<file path="config.mk">
export PLATFORM = sky130hd
export DESIGN_NAME = laser_frame_feeder
export DESIGN_NICKNAME = d
export VERILOG_FILES = /design/src/rtl/laser_frame_feeder.sv
export SDC_FILE = /design/constraint.sdc
export NUM_CORES = 1
export LEC_CHECK = 0
export ABC_AREA = 0
export BUFFER_PORTS_ARGS = -buffer_cell sky130_fd_sc_hd__buf_2
export CORE_MARGIN = 2
export CORE_UTILIZATION = 65
export DETAILED_ROUTE_END_ITERATION = 10
export PLACE_DENSITY = 0.85
export SLEW_MARGIN = 20
export SYNTH_ARGS = -nofsm -noshare
export SYNTH_HDL_FRONTEND = slang
export SYNTH_SLANG_ARGS = --single-unit
</file>
<file path="constraint.sdc">
create_clock -name CLK -period 5.7 [get_ports CLK]
set_input_delay 0.285 -clock CLK [delete_from_list [all_inputs] [get_ports CLK]]
set_output_delay 0.285 -clock CLK [all_outputs]
set_load 0.05 [all_outputs]
</file>
<file path="src/rtl/laser_frame_feeder.sv">
// laser_frame_feeder: double-buffers point frames, replays them into LASER and returns its centres
module laser_frame_feeder #(
    parameter int N_OBJ   = 40,
    parameter int COORD_W = 4,
    parameter int TMO     = 65535
) (
    input  logic               CLK,
    input  logic               RST,
    input  logic               IN_VALID,
    output logic               IN_READY,
    input  logic [COORD_W-1:0] IN_X,
    input  logic [COORD_W-1:0] IN_Y,
    output logic               L_RST,
    output logic [COORD_W-1:0] L_X,
    output logic [COORD_W-1:0] L_Y,
    input  logic               L_DONE,
    input  logic [COORD_W-1:0] L_C1X,
    input  logic [COORD_W-1:0] L_C1Y,
    input  logic [COORD_W-1:0] L_C2X,
    input  logic [COORD_W-1:0] L_C2Y,
    output logic               RES_VALID,
    input  logic               RES_READY,
    output logic [COORD_W-1:0] RES_C1X,
    output logic [COORD_W-1:0] RES_C1Y,
    output logic [COORD_W-1:0] RES_C2X,
    output logic [COORD_W-1:0] RES_C2Y,
    output logic               RES_TMO
);
    localparam int IW = $clog2(N_OBJ);
    localparam int TW = $clog2(TMO + 1);
    localparam logic [IW-1:0] LAST = IW'(N_OBJ - 1);
    localparam logic [TW-1:0] TMO_V = TW'(TMO);

    typedef enum logic [1:0] {S_IDLE, S_KICK, S_STREAM, S_WAIT} state_t;

    state_t                 state_q, state_d;
    logic [COORD_W-1:0]     mem_x_q [2][N_OBJ];
    logic [COORD_W-1:0]     mem_x_d [2][N_OBJ];
    logic [COORD_W-1:0]     mem_y_q [2][N_OBJ];
    logic [COORD_W-1:0]     mem_y_d [2][N_OBJ];
    logic [1:0]             full_q, full_d;
    logic                   wr_bank_q, wr_bank_d, rd_bank_q, rd_bank_d;
    logic [IW-1:0]          wr_idx_q, wr_idx_d, rd_idx_q, rd_idx_d, rd_nxt;
    logic [TW-1:0]          tmo_cnt_q, tmo_cnt_d;
    logic [COORD_W-1:0]     l_x_q, l_x_d, l_y_q, l_y_d;
    logic                   res_valid_q, res_valid_d, res_tmo_q, res_tmo_d;
    logic [4*COORD_W-1:0]   res_c_q, res_c_d;
    logic                   wr_en;

    assign IN_READY  = !RST && !full_q[wr_bank_q];
    assign wr_en     = IN_VALID && IN_READY;
    assign rd_nxt    = rd_idx_q + IW'(1);
    assign L_RST     = RST || state_q == S_KICK;
    assign L_X       = l_x_q;
    assign L_Y       = l_y_q;
    assign RES_VALID = res_valid_q;
    assign RES_TMO   = res_tmo_q;
    assign {RES_C1X, RES_C1Y, RES_C2X, RES_C2Y} = res_c_q;

    always_comb begin
        mem_x_d     = mem_x_q;
        mem_y_d     = mem_y_q;
        full_d      = full_q;
        wr_bank_d   = wr_bank_q;
        wr_idx_d    = wr_idx_q;
        state_d     = state_q;
        rd_bank_d   = rd_bank_q;
        rd_idx_d    = rd_idx_q;
        tmo_cnt_d   = tmo_cnt_q;
        l_x_d       = '0;
        l_y_d       = '0;
        res_valid_d = res_valid_q && !RES_READY;
        res_tmo_d   = res_tmo_q;
        res_c_d     = res_c_q;
        if (wr_en) begin
            mem_x_d[wr_bank_q][wr_idx_q] = IN_X;
            mem_y_d[wr_bank_q][wr_idx_q] = IN_Y;
            wr_idx_d = wr_idx_q == LAST ? '0 : wr_idx_q + IW'(1);
            if (wr_idx_q == LAST) begin
                full_d[wr_bank_q] = 1'b1;
                wr_bank_d         = !wr_bank_q;
            end
        end
        case (state_q)
            S_IDLE: state_d = full_q[rd_bank_q] && !res_valid_q ? S_KICK : S_IDLE;
            S_KICK: begin
                state_d  = S_STREAM;
                rd_idx_d = '0;
                l_x_d    = mem_x_q[rd_bank_q][0];
                l_y_d    = mem_y_q[rd_bank_q][0];
            end
            S_STREAM: begin
                if (rd_idx_q == LAST) begin
                    state_d   = S_WAIT;
                    tmo_cnt_d = '0;
                end else begin
                    rd_idx_d = rd_nxt;
                    l_x_d    = mem_x_q[rd_bank_q][rd_nxt];
                    l_y_d    = mem_y_q[rd_bank_q][rd_nxt];
                end
            end
            S_WAIT: begin
                tmo_cnt_d = tmo_cnt_q + TW'(1);
                if (L_DONE || tmo_cnt_q == TMO_V) begin
                    state_d           = S_IDLE;
                    full_d[rd_bank_q] = 1'b0;
                    rd_bank_d         = !rd_bank_q;
                    res_valid_d       = 1'b1;
                    res_tmo_d         = !L_DONE;
                    res_c_d           = L_DONE ? {L_C1X, L_C1Y, L_C2X, L_C2Y} : '0;
                end
            end
            default: state_d = S_IDLE;
        endcase
    end

    always_ff @(posedge CLK) begin
        if (RST) begin
            state_q     <= S_IDLE;
            full_q      <= '0;
            wr_bank_q   <= 1'b0;
            rd_bank_q   <= 1'b0;
            wr_idx_q    <= '0;
            rd_idx_q    <= '0;
            tmo_cnt_q   <= '0;
            l_x_q       <= '0;
            l_y_q       <= '0;
            res_valid_q <= 1'b0;
            res_tmo_q   <= 1'b0;
            res_c_q     <= '0;
        end else begin
            state_q     <= state_d;
            full_q      <= full_d;
            wr_bank_q   <= wr_bank_d;
            rd_bank_q   <= rd_bank_d;
            wr_idx_q    <= wr_idx_d;
            rd_idx_q    <= rd_idx_d;
            tmo_cnt_q   <= tmo_cnt_d;
            l_x_q       <= l_x_d;
            l_y_q       <= l_y_d;
            res_valid_q <= res_valid_d;
            res_tmo_q   <= res_tmo_d;
            res_c_q     <= res_c_d;
        end
    end

    always_ff @(posedge CLK) begin
        mem_x_q <= mem_x_d;
        mem_y_q <= mem_y_d;
    end
endmodule

</file>
# --- Yosys cells after proc, flatten, opt, wreduce, memory -nomap -nowiden ---
# Index checks and enable logic that the tools add are counted.
word_totals:
  wordCells: 272
  regBits: 700
op_classes:
  mux: 46
  bitwise_logic: 7
  magnitude_cmp: 10
  reduce_logical: 25
  n_eq_ne: 9
  add_sub_neg: 3
op_table:
  columns: ["op", "n"]
  rows:
  - ["$mux 160", 7]
  - ["$bwmux 320", 2]
  - ["$demux 160 s1", 1]
  - ["$bmux 4 s6", 2]
  - ["$mux 16", 2]
  - ["$pmux 16 s2", 1]
  - ["$mux 4", 7]
  - ["$demux 4 s6", 1]
  - ["$add 16x1->16 const B", 1]
  - ["$eq 16x16->1 const B", 1]
  - ["$pmux 4 s2", 2]
  - ["$ge 7x7->1 const B", 2]
  - ["$not 6->7", 2]
  - ["$add 6x1->6 const B", 2]
  - ["$eq 6x6->1 const B", 2]
  - ["$mux 2", 6]
  - ["$mux 6", 2]
  - ["$pmux 6 s2", 1]
  - ["$reduce_and 2->1", 5]
  - ["$mux 1", 9]
  - ["$logic_and 1x1->1", 8]
  - ["$pmux 2 s4", 1]
  - ["$logic_not 1->1", 7]
  - ["$lt 7x1->1 const B", 1]
  - ["other kinds (15)", 25]

# --- Longest topological paths before layout ---
# Gate-level depths: netlist (run 1).
logic_depth:
  depth_word: 10
  depth_mapped: 11
  mapped_depth_nobuf: 7

# --- Worst setup path after synthesis (run 1) ---
# Ideal clock, no wire load.
synth_timing:
  path_kind: "register -> register"
  from: "reg wr_bank_q"
  to: "reg mem_x_q[64] (netlist bit), enable pin"
  path_slack_ns: 2.257
  path_buffers: 1
  period_less_slack_ns: 3.443
  t_arrival_ns: 3.073
  path_stages_with_launch: 8
  cell_sequence: "dfxtp_1 > nor2b_1 > a211oi_1 > nand2_1 > clkbuf_1 > nor2_1 > nand3_1 > nor2_1"
synth_between:
  elab_chain_cells: 5
synth_rtl:
  columns: ["element", "line", "source"]
  rows:
  - ["start, declared", "42", "logic wr_bank_q, wr_bank_d, rd_bank_q, rd_bank_d;"]
  - ["start signal, assigned", "134", "wr_bank_q <= wr_bank_d;"]
  - ["$mux 1 (not written as such) (2 in series)", "50", "assign IN_READY = !RST && !full_q[wr_bank_q];"]
  - ["$logic_not 1->1", "50", null]
  - ["$logic_and 1x1->1", "50", null]
  - ["named net IN_READY", "10", "output logic IN_READY,"]
  - ["$logic_and 1x1->1", "51", "assign wr_en = IN_VALID && IN_READY;"]
  - ["end signal, assigned", "148", "mem_x_q <= mem_x_d;"]
  - ["end, declared", "37", "logic [COORD_W-1:0] mem_x_q [2][N_OBJ];"]
# The timed path passes the listed nets, and every way through them passes these cells. The select of a mux whose other input is x is not followed.
# A chain may end at the register's enable or synchronous reset.

# --- Final worst setup path (run 1) ---
layout_timing:
  from: "reg rd_idx_q[0]"
  to: "reg l_y_q[3] (netlist: L_Y[3])"
layout_between:
  elab_chain_cells: 7
  word_cells_on_any_way: 8
  classes_between: "1 x add/sub; 1 x eq/ne; 5 x mux; 1 x bitwise"
layout_rtl:
  columns: ["element", "line", "source"]
  rows:
  - ["start, declared", "43", "logic [IW-1:0] wr_idx_q, wr_idx_d, rd_idx_q, rd_idx_d, rd_nxt;"]
  - ["start signal, assigned", "137", "rd_idx_q <= rd_idx_d;"]
  - ["$add 6x1->6", "52", "assign rd_nxt = rd_idx_q + IW'(1);"]
  - ["$not 6->7 (not written as such)", "99", "l_y_d = mem_y_q[rd_bank_q][rd_nxt];"]
  - ["$bmux 4 s6", "99", null]
  - ["$mux 4 (not written as such) (2 in series)", "99", null]
  - ["$mux 4 (*)", "93", "if (rd_idx_q == LAST) begin"]
  - ["$pmux 4 s2 (*)", "84", "case (state_q)"]
  - ["end signal, assigned", "140", "l_y_q <= l_y_d;"]
  - ["end, declared", "45", "logic [COORD_W-1:0] l_x_q, l_x_d, l_y_q, l_y_d;"]
# Mark *: on every way between the ends. The rest lies on a longest branch, timed or not. The select of a mux whose other input is x is not followed.

==> flow_results.org, run 1 <==
** Logic synthesis
- In this run the mean area of a mapped cell was 18.57 µm².
- Syn_nets :: roughly 1,500
- Most used DFF post-synth :: edfxtp_1
- Top cell type by total area after synthesis :: edfxtp_1
- Asr flop ratio synth :: 0
- Proportion of netlist area held by the largest area contributor :: 0.6947
- Register bit total from synthesis :: 700
- Fraction of the yosys area taken by sequential cells :: 0.7381
- During synthesis, Yosys emitted a total of 0 warnings.
- Count of different cell masters after synthesis :: 60
- Synthesis produced a netlist whose cell count is about 1,500.
- Summing every instance area after synthesis gives 27,670 µm².
- Yosys mapped a number of flops with a built-in enable equal to 640.
- Sorting the synthesized cells by area gives the leading types as edfxtp_1 (69%), mux4_2 (14%), dfxtp_1 (4.3%), nor2_1 (2.0%), nand2_1 (1.5%).

** Status
- Run status :: finished, final reports clean

** CTS
- The clock passes through at most 3 buffers.
- Number of buffers created by CTS :: between 60 and 70
- In this run the number of H-tree levels came out at 3.
- Once the clock tree was built, the setup fixing pass inserted 0 buffers.
- At the later pin of the worst-skew pair, clock insertion delay measures between 0.6 and 0.7 ns.
- CTS clock-pin slew for the worst setup and hold paths :: 0.06 ns
- Root Buffer Master :: clkbuf_16
- Clock sink total :: 700
- TritonCTS built the clock tree.

** Run
- Max capacitance violation total :: 0

** STA
- At the pin with the least slew margin, the transition time is between 1 and 1.5 ns.
- Final Hold Vio Count :: 0
- Max-Slew Margin vs Limit :: 0.2711
- Of the available clock period, the critical path in the final layout requires 0.7060.
- The worst path in the final design needs a cycle of around 4.0 ns, including I/O delays and setup.
- Setup TNS :: 0 ns
- Setup violations remaining at the end of the flow were counted as 0.
- Derived from the worst setup path, the maximum achievable clock frequency is between 200 and 250 MHz.
- The max-slew violation count came to 0.
- Setup repair after global routing left no endpoint under its margin.
- The clock arrives with approximately 0.037 ns of skew.

** Routing
- Vias post-DR :: 14,800
- In the final routed layout, each cell accounts on average for approximately 30 µm.
- Number of remaining DRC errors :: 0
- Detailed Route Iter0 Violations :: 2,135
- Detailed-router iteration count before antenna repair :: 8
- The final layout contains routed wiring with a total length of 63,100 µm.
- Final antenna-violating net count :: 0
- Using the TritonRoute via totals, the vias-per-cell ratio works out to slightly below 7.

** Power
- Internal power component :: roughly 8 mW
- Clock network fraction of design power :: 0.427
- Power per cell area :: roughly 330 nW/µm²
- The share of total power dissipated in sequential elements is 0.559.
- In this run the power spent charging and discharging nets is 1.996 mW.
- VDD sags by at most between 0.0002 and 0.00025 V.
- Power share of the combinational group :: 0.013
- Of the total power, the share spent switching nets is 0.1992.
- Overall Power :: roughly 10 mW
- Static leakage :: between 9 and 10 nW

** Worst setup path
- In this run the critical register-to-register path is captured at L_Y[3]$_SDFF_PP0_.
- For the worst flop-to-flop path, the logic depth is 7.
- Critical Path RT :: ~6 ns
- Worst path arrival time :: 4.47 ns
- Worst setup path class :: reg2reg
- Register-to-register setup slack :: 1.68 ns
- The worst setup path is launched from a flop.
- In this run the critical register-to-register path is launched from rd_idx_q[0]$_SDFFE_PP0P_.
- In this run the worst path has a maximum fanout of 68.
- The worst setup path is captured at a flop.

** Die
- Count of boundary I/O pins :: 57
- The die is 210.3 µm wide.
- Area of the die :: about 44,000 µm²
- Starting Density :: 0.6595
- After floorplanning, the core was divided into between 70 and 80 placement rows.
- The core region is between 40,000 and 50,000 µm².
- Y dimension of the die :: between 200 and 250 µm

** Final layout
- The library cell used most frequently in the layout, excluding fill and tap cells, is edfxtp_1.
- # fillers :: 2,268
- The repair_antennas step left the layout with diodes totalling 0.
- The sequential cells in the finished layout cover a total of ~20,000 µm².
- Of the cells placed in the final design, the portion with a size suffix greater than 1 is 0.2260.
- The net count of the finished layout is 1,609.
- Commonest cells after routing, fill and taps aside :: edfxtp_1 (640), mux4_2 (166), nor2_1 (146)
- Once layout is done, the placed cells without fillers occupy ~30,000 µm².
- Layout overhead on the synthesized area :: 10.83%
- The multi-input combinational cells in the finished layout cover a total of slightly below 7000 µm².

** GRT
- The number of global-route vias before repair was ~15,000.
- Entering global routing, the biggest net connects between 80 and 90 pins.
- The initial antenna violation count came to 0.
- In the global route stage, overall resource usage came out at 0.2969.
- The first global-routing pass estimated between 90,000 and 100,000 µm of wire.
- Global route overflow :: 0

** Placement
- Number of input and output port buffers inserted :: 56
- At the end of routability-driven placement, the weighted congestion stood at around 0.84.
- Summed over all nets, the half-perimeter wirelength after detailed placement is 35,600 µm.
- Post-placement cell area :: around 28,000 µm²

** Hold path
- The worst hold path passes through 3 cells.
- In this run the most critical hold path is launched from L_DONE.
- Type of the tightest min-delay check :: in2reg
- Hold EP :: full_q[1]$_SDFF_PP0_
[power by group through the flow]
stage / Sequential (mW) / Clock (mW) / Combinational [mW]
detailed placement: 5.71 / 0 / 0.122
global placement: 5.71 / 0 / 0.114
CTS: 5.60 / 4.30 / 0.132
finish: 5.60 / 4.28 / 0.133
floorplan: 5.71 / 0 / 0.0259
global route: 5.60 / 4.48 / 0.143
[state kept, by name (all words and copies together) (netlist names)]
name / flops
L_X: 4
L_Y: 4
RES_TMO: 1
RES_VALID: 1
full_q: 2
mem_x_q: 320
mem_y_q: 320
rd_bank_q: 1
rd_idx_q: 6
res_c_q: 16
state_q: 2
tmo_cnt_q: 16
wr_bank_q: 1
wr_idx_q: 6
[stage by stage]
| step | instances | setup slack (ns) | hold WS (ns) | util |
|---|---|---|---|---|
| after detailed placement | 2025 | 1.801 | 0.4965 | 0.6766 |
| after global placement | 2025 | 1.814 | 0.4824 | 0.6765 |
| after floorplan | 1490 | 2.257 | 0.3839 | - |
| after CTS | 2163 | 1.723 | 0.07363 | 0.7308 |
| final | 2163 | 1.676 | 0.08815 | 0.7309 |
| after global routing | 2163 | 1.553 | 0.09420 | 0.7309 |
[synth_stat cells (all sizes together), types with 3 or more instances]
library cell,count
nor4,3
and2,8
nor2b,10
dfxtp,60
nor3,11
a31o,4
o21ai,8
nand3b,5
a22oi,24
edfxtp,640
mux2i,35
nand2b,3
and3,6
xor2,13
a21oi,30
clkbuf,33
inv,5
buf,49
nand3,33
a31oi,4
mux4,166
xnor2,7
or2,3
nand4,10
a41oi,3
o31ai,4
a311o,7
nand2,112
ha,7
a221o,3
mux2,3
nor2,146
a211oi,10
[timing repair]
action | 4_1_cts | 5_1_grt
resized for setup | 0 | 0
hold buffers | 17 | 0
endpoints found under the hold margin | 17 | 0
[worst max-delay path, stage by stage (launching register included)]
cell	delay, ns
dfxtp_4	1.02
ha_2	0.85
buf_4	0.62
mux4_2	0.43
mux2i_1	0.15
a21oi_1	0.13
a21oi_1	0.49
o31ai_1	0.15
[how the worst max path moves through the flow]
| stage | startpoint | end | cells after the start |
|---|---|---|---|
| 2_1_floorplan | wr_bank_q$_SDFFE_PP0P_ | mem_x_q[64]$_DFFE_PP_ | 7 |
| 3_3_place_gp | rd_idx_q[0]$_SDFFE_PP0P_ | L_Y[2]$_SDFF_PP0_ | 8 |
| 3_5_place_dp | rd_idx_q[0]$_SDFFE_PP0P_ | L_Y[2]$_SDFF_PP0_ | 8 |
| 4_1_cts | rd_idx_q[0]$_SDFFE_PP0P_ | L_X[3]$_SDFF_PP0_ | 7 |
| 5_1_grt | rd_idx_q[0]$_SDFFE_PP0P_ | L_Y[3]$_SDFF_PP0_ | 7 |
| 6_report | rd_idx_q[0]$_SDFFE_PP0P_ | L_Y[3]$_SDFF_PP0_ | 7 |
[routing by layer]
layer	up-vias	routed length (µm)	global-route usage
li1	6130	-	-
met1	7490	23150	0.4093
met2	978	30500	0.4716
met3	198	6408	0.05691
met4	0	3040	0.1357
met5	-	0	0
[cells by family (layout without fill, tap and decap cells)]
| family | Yosys count | in the layout | share of synthesized area |
|---|---|---|---|
| compound gates | 113 | 113 | 0.02885 |
| xor+xnor | 20 | 20 | 0.006603 |
| mux | 204 | 204 | 0.1490 |
| buf+inv | 87 | 221 | 0.01691 |
| flops | 700 | 700 | 0.7381 |
| simple gates | 359 | 359 | 0.05735 |
| fa+ha+maj | 7 | 7 | 0.003166 |
[final cells by class]
cell class | instances | share of cell area
inverters | 5 | 0.0006121
repair buffers | 95 | 0.02049
flip-flops and latches | 700 | 0.6662
clock inverters | 38 | 0.008570
clock buffers | 83 | 0.06003
multi-input cells | 703 | 0.2221
well taps | 539 | 0.02200
Power figures use the tool's default switching activity.
==> inputs of run 2 (changes only) <==
--- a/config.mk
+++ b/config.mk
@@ -8,9 +8,9 @@
 export ABC_AREA = 0
 export BUFFER_PORTS_ARGS = -buffer_cell sky130_fd_sc_hd__buf_2
 export CORE_MARGIN = 2
-export CORE_UTILIZATION = 65
+export CORE_UTILIZATION = 56
 export DETAILED_ROUTE_END_ITERATION = 10
-export PLACE_DENSITY = 0.85
+export PLACE_DENSITY = 0.78
 export SLEW_MARGIN = 20
 export SYNTH_ARGS = -nofsm -noshare
 export SYNTH_HDL_FRONTEND = slang
==> constraint.sdc (replaced) <==
create_clock -name CLK -period 3.4 [get_ports CLK]
set_input_delay 0.17 -clock CLK [delete_from_list [all_inputs] [get_ports CLK]]
set_output_delay 0.17 -clock CLK [all_outputs]
set_load 0.05 [all_outputs]
==> flow_results.org, run 2 (synthesized netlist as in run 1, its figures left out) <==
** CTS
- The root buffer cell chosen for the clock tree is clkbuf_16.
- Clock sink total :: 700 (unchanged)
- TritonCTS built the clock tree.
- CTS clock-pin slew for the worst setup and hold paths :: 0.06 ns (about the same)
- The number of buffers inserted during clock tree synthesis was 70 (+2.9%).
- Maximum buffer depth of the clock tree :: 3 (unchanged)
- Clk Latency, worst-skew pair :: 0.61 ns (about the same)
- H-tree levels :: 3 (unchanged)
- Resized Gates After CTS :: 0 (unchanged)
- Post CTS Setup Buffer Count :: 0 (unchanged)

** GRT
- The wire length of the first global-routing pass is 93,740 µm (-1.4%).
- Antenna violations before repair :: 3 (+3)
- Largest net degree at the start of global routing :: 128 (+58%)
- The remaining global-route overflow is 0 (unchanged).
- GRT Resource Usage Total :: 0.2499 (-0.04698)
- The number of global-route vias before repair came to 14,920 (unchanged).

** Final layout
- The multi-input logic area came to 6804 µm² (about the same).
- Share of layout cells above drive strength 1 :: 0.2572 (+0.03119)
- Leaving out fill and tap cells, the most frequent cell in the layout is edfxtp_1.
- The number of fill cells is 3,140 (+38%).
- Reg area :: 20,430 µm² (unchanged)
- Total Nets Final :: 1,688 (+4.9%)
- Layout overhead on the synthesized area :: 14.52%
- The top cell types in the final layout, fill and taps aside, are edfxtp_1 (640), mux4_2 (166), nor2_1 (146).
- Largest registers :: mem_x_q x320, mem_y_q x320

** Worst setup path
- The path depth of the worst reg2reg path came to 7 (unchanged).
- The worst register-to-register path ends at L_Y[2]$_SDFF_PP0_.
- Walking the worst path, the cells encountered are buf_12 > mux4_2 > a22oi_1 > a31oi_1 > nor4_1 > buf_4 > o221ai_1.
- The worst register-to-register path begins at rd_idx_q[0]$_SDFFE_PP0P_.
- Critical path depth :: 7 (unchanged)
- Sort of element at the start of the critical path :: flop
- The largest individual stage delay along the critical path comes from the cell mux4_2.
- STA classifies the critical path endpoint as a flop.
- Critical path buffer and inverter count :: 2 (+1)
- Delay of the slowest cell on the worst path :: 0.59 ns (-0.43 ns)
- Worst setup path class :: reg2reg
- Crit path from :: rd_idx_q[0]$_SDFFE_PP0P_
- In this run the worst setup path terminates at L_Y[2]$_SDFF_PP0_.
- Register-to-register setup slack :: 0.36 ns (-1.32 ns)
- The biggest fanout along the worst timing path is 127 (+87%).
- The data required time at the worst endpoint is 3.86 ns (-2.29 ns).
- Worst path arrival time :: 3.50 ns (-0.97 ns)
- Among cell families on the critical path, the largest total delay comes from buffers and inverters.

** STA
- The smallest hold slack is 0.04638 ns (-0.04177 ns).
- The number of failing hold endpoints at the final stage was 0 (unchanged).
- The worst relative slew slack is 0.3230 (+0.05196).
- The total negative setup slack came to 0 ns (unchanged).
- The final setup violation count is 0 (unchanged).
- Setup repair after global routing left no endpoint under its margin.
- The final clock period utilization by the worst path came to 0.8955 (+0.1895).
- The transition time at the pin with the least slew margin is 1.015 ns (-0.07392 ns).
- Final number of max-transition violations :: 0 (unchanged)
- Post-layout minimum cycle time :: 3.045 ns (-0.9796 ns)
- The maximum achievable frequency is 328.4 MHz (+32%).
- The setup skew after layout came to 0.02833 ns (-0.008986 ns).

** Routing
- Detailed-router iteration count before antenna repair :: 5 (-3)
- The wire length after detailed routing came to 62,370 µm (-1.2%).
- The count of vias placed by the detailed router was 14,910 (+0.80%).
- The average vias per placed instance came to 6.288 (-8.1%).
- WL per Instance :: 26.29 µm (-9.9%)
- Detailed Route Iter0 Violations :: 1,777 (-17%)
- Final antenna-violating net count :: 0 (unchanged)
- The number of DRC violations after detailed routing is 0 (unchanged).

** Power
- Proportion of total power due to net switching :: 0.1934 (-0.005710)
- The total net switching power came to 3.360 mW (+68%).
- The fraction of power consumed by sequential logic was 0.541 (-0.018).
- Static leakage :: 10.03 nW (+5.3%)
- Internal power component :: 14.01 mW (+75%)
- The relative contribution of the clock network to total power was 0.446 (+0.019).
- Power per cell area :: 548.2 nW/µm² (+68%)
- Power share of the combinational group :: 0.013 (about the same)
- Max rail drop VDD :: 0.0003290 V (+45%)

** Status
- The flow ran to the end, and the final reports show no timing, DRC or antenna violations.

** Placement
- Hpwl dp :: 37,940 µm (+6.6%)
- The final RePlAce weighted congestion came to 0.8698 (+3.1%).
- Number of input and output port buffers inserted :: 56 (unchanged)

** Die
- The width of the die was 226.3 µm (+7.6%).
- The die area was 51,200 µm² (+16%).
- Count of boundary I/O pins :: 57 (unchanged)
- Core ar. :: 48,850 µm² (+16%)
- Y dimension of the die :: 226.3 µm (+7.6%)
- Row cnt :: 81 (+8.0%)
- Starting Density :: 0.5663 (-0.09320)

** Hold path
- Type of the tightest min-delay check :: in2reg

** Run
- The number of violations of the max-capacitance limit was 0 (unchanged).
==> run 2: what timing repair did <==
action                     4_1_cts  5_1_grt
setup endpoints to repair        0        0
hold endpoints to repair        17        0
hold buffers                    17        0
==> run 2: final cells by class <==
cell class / count / area share
Sequential cell: 700 / 0.6447
Tap cell: 664 / 0.02622
Inverter: 5 / 0.0005924
Clock buffer: 90 / 0.06129
Antenna cell: 1 / 0.00007898
Multi-Input combinational cell: 703 / 0.2148
Clock inverter: 37 / 0.01157
Timing Repair Buffer: 172 / 0.04076
==> run 2: how the worst min path moves through the flow <==
stage                  start                       end  slack (ns)  cells past startpoint
finish                L_DONE      full_q[1]$_SDFF_PP0_        0.05                      3
global route          L_DONE      full_q[1]$_SDFF_PP0_        0.04                      3
CTS                   L_DONE      full_q[1]$_SDFF_PP0_        0.02                      3
detailed placement  L_C2Y[0]   res_c_q[0]$_SDFFE_PP0P_        0.41                      3
global placement    L_C1X[2]  res_c_q[14]$_SDFFE_PP0P_        0.41                      3
floorplan            IN_X[0]      mem_x_q[0]$_DFFE_PP_        0.27                      0
==> run 2: worst reg2reg max path, delay by kind of cell, from the launching register on <==
family                 cells  cell delay [ns]
muxes                      1             0.76
buffers and inverters      2             0.73
AOI/OAI and AO/OA          3             0.62
and+or+nand+nor            1             0.44
DFF                        1             0.36
==> run 2: through the flow <==
step	utilization	cells	power, mW	instance area [µm²]	setup slack, ns
detailed placement	0.5972	2226	9.790	29170	0.4365
global route	0.6485	2371	17.80	31680	0.1972
CTS	0.6479	2370	17.45	31650	0.3878
global placement	0.5972	2226	9.777	29170	0.5015
floorplan	-	1490	9.621	27670	0.5022
finish	0.6486	2372	17.37	31680	0.3554
==> run 2: power by group through the flow <==
stage,logic [mW],registers (mW),clock network (mW)
6_report,0.233,9.39,7.74
5_1_grt,0.249,9.39,8.16
4_1_cts,0.227,9.40,7.82
3_5_place_dp,0.211,9.58,0
3_3_place_gp,0.199,9.58,0
2_1_floorplan,0.0436,9.58,0
==> run 2: layer usage <==
metal  share of wire  wire length (µm)  GRT usage  vias up
met3           0.099              6191    0.04821      116
met2            0.49             30310     0.3982      851
met5         0.00011                 7          0        -
met1            0.39             24070     0.3493     7657
met4           0.029              1792    0.09104        2
li1                -                 -          -     6288
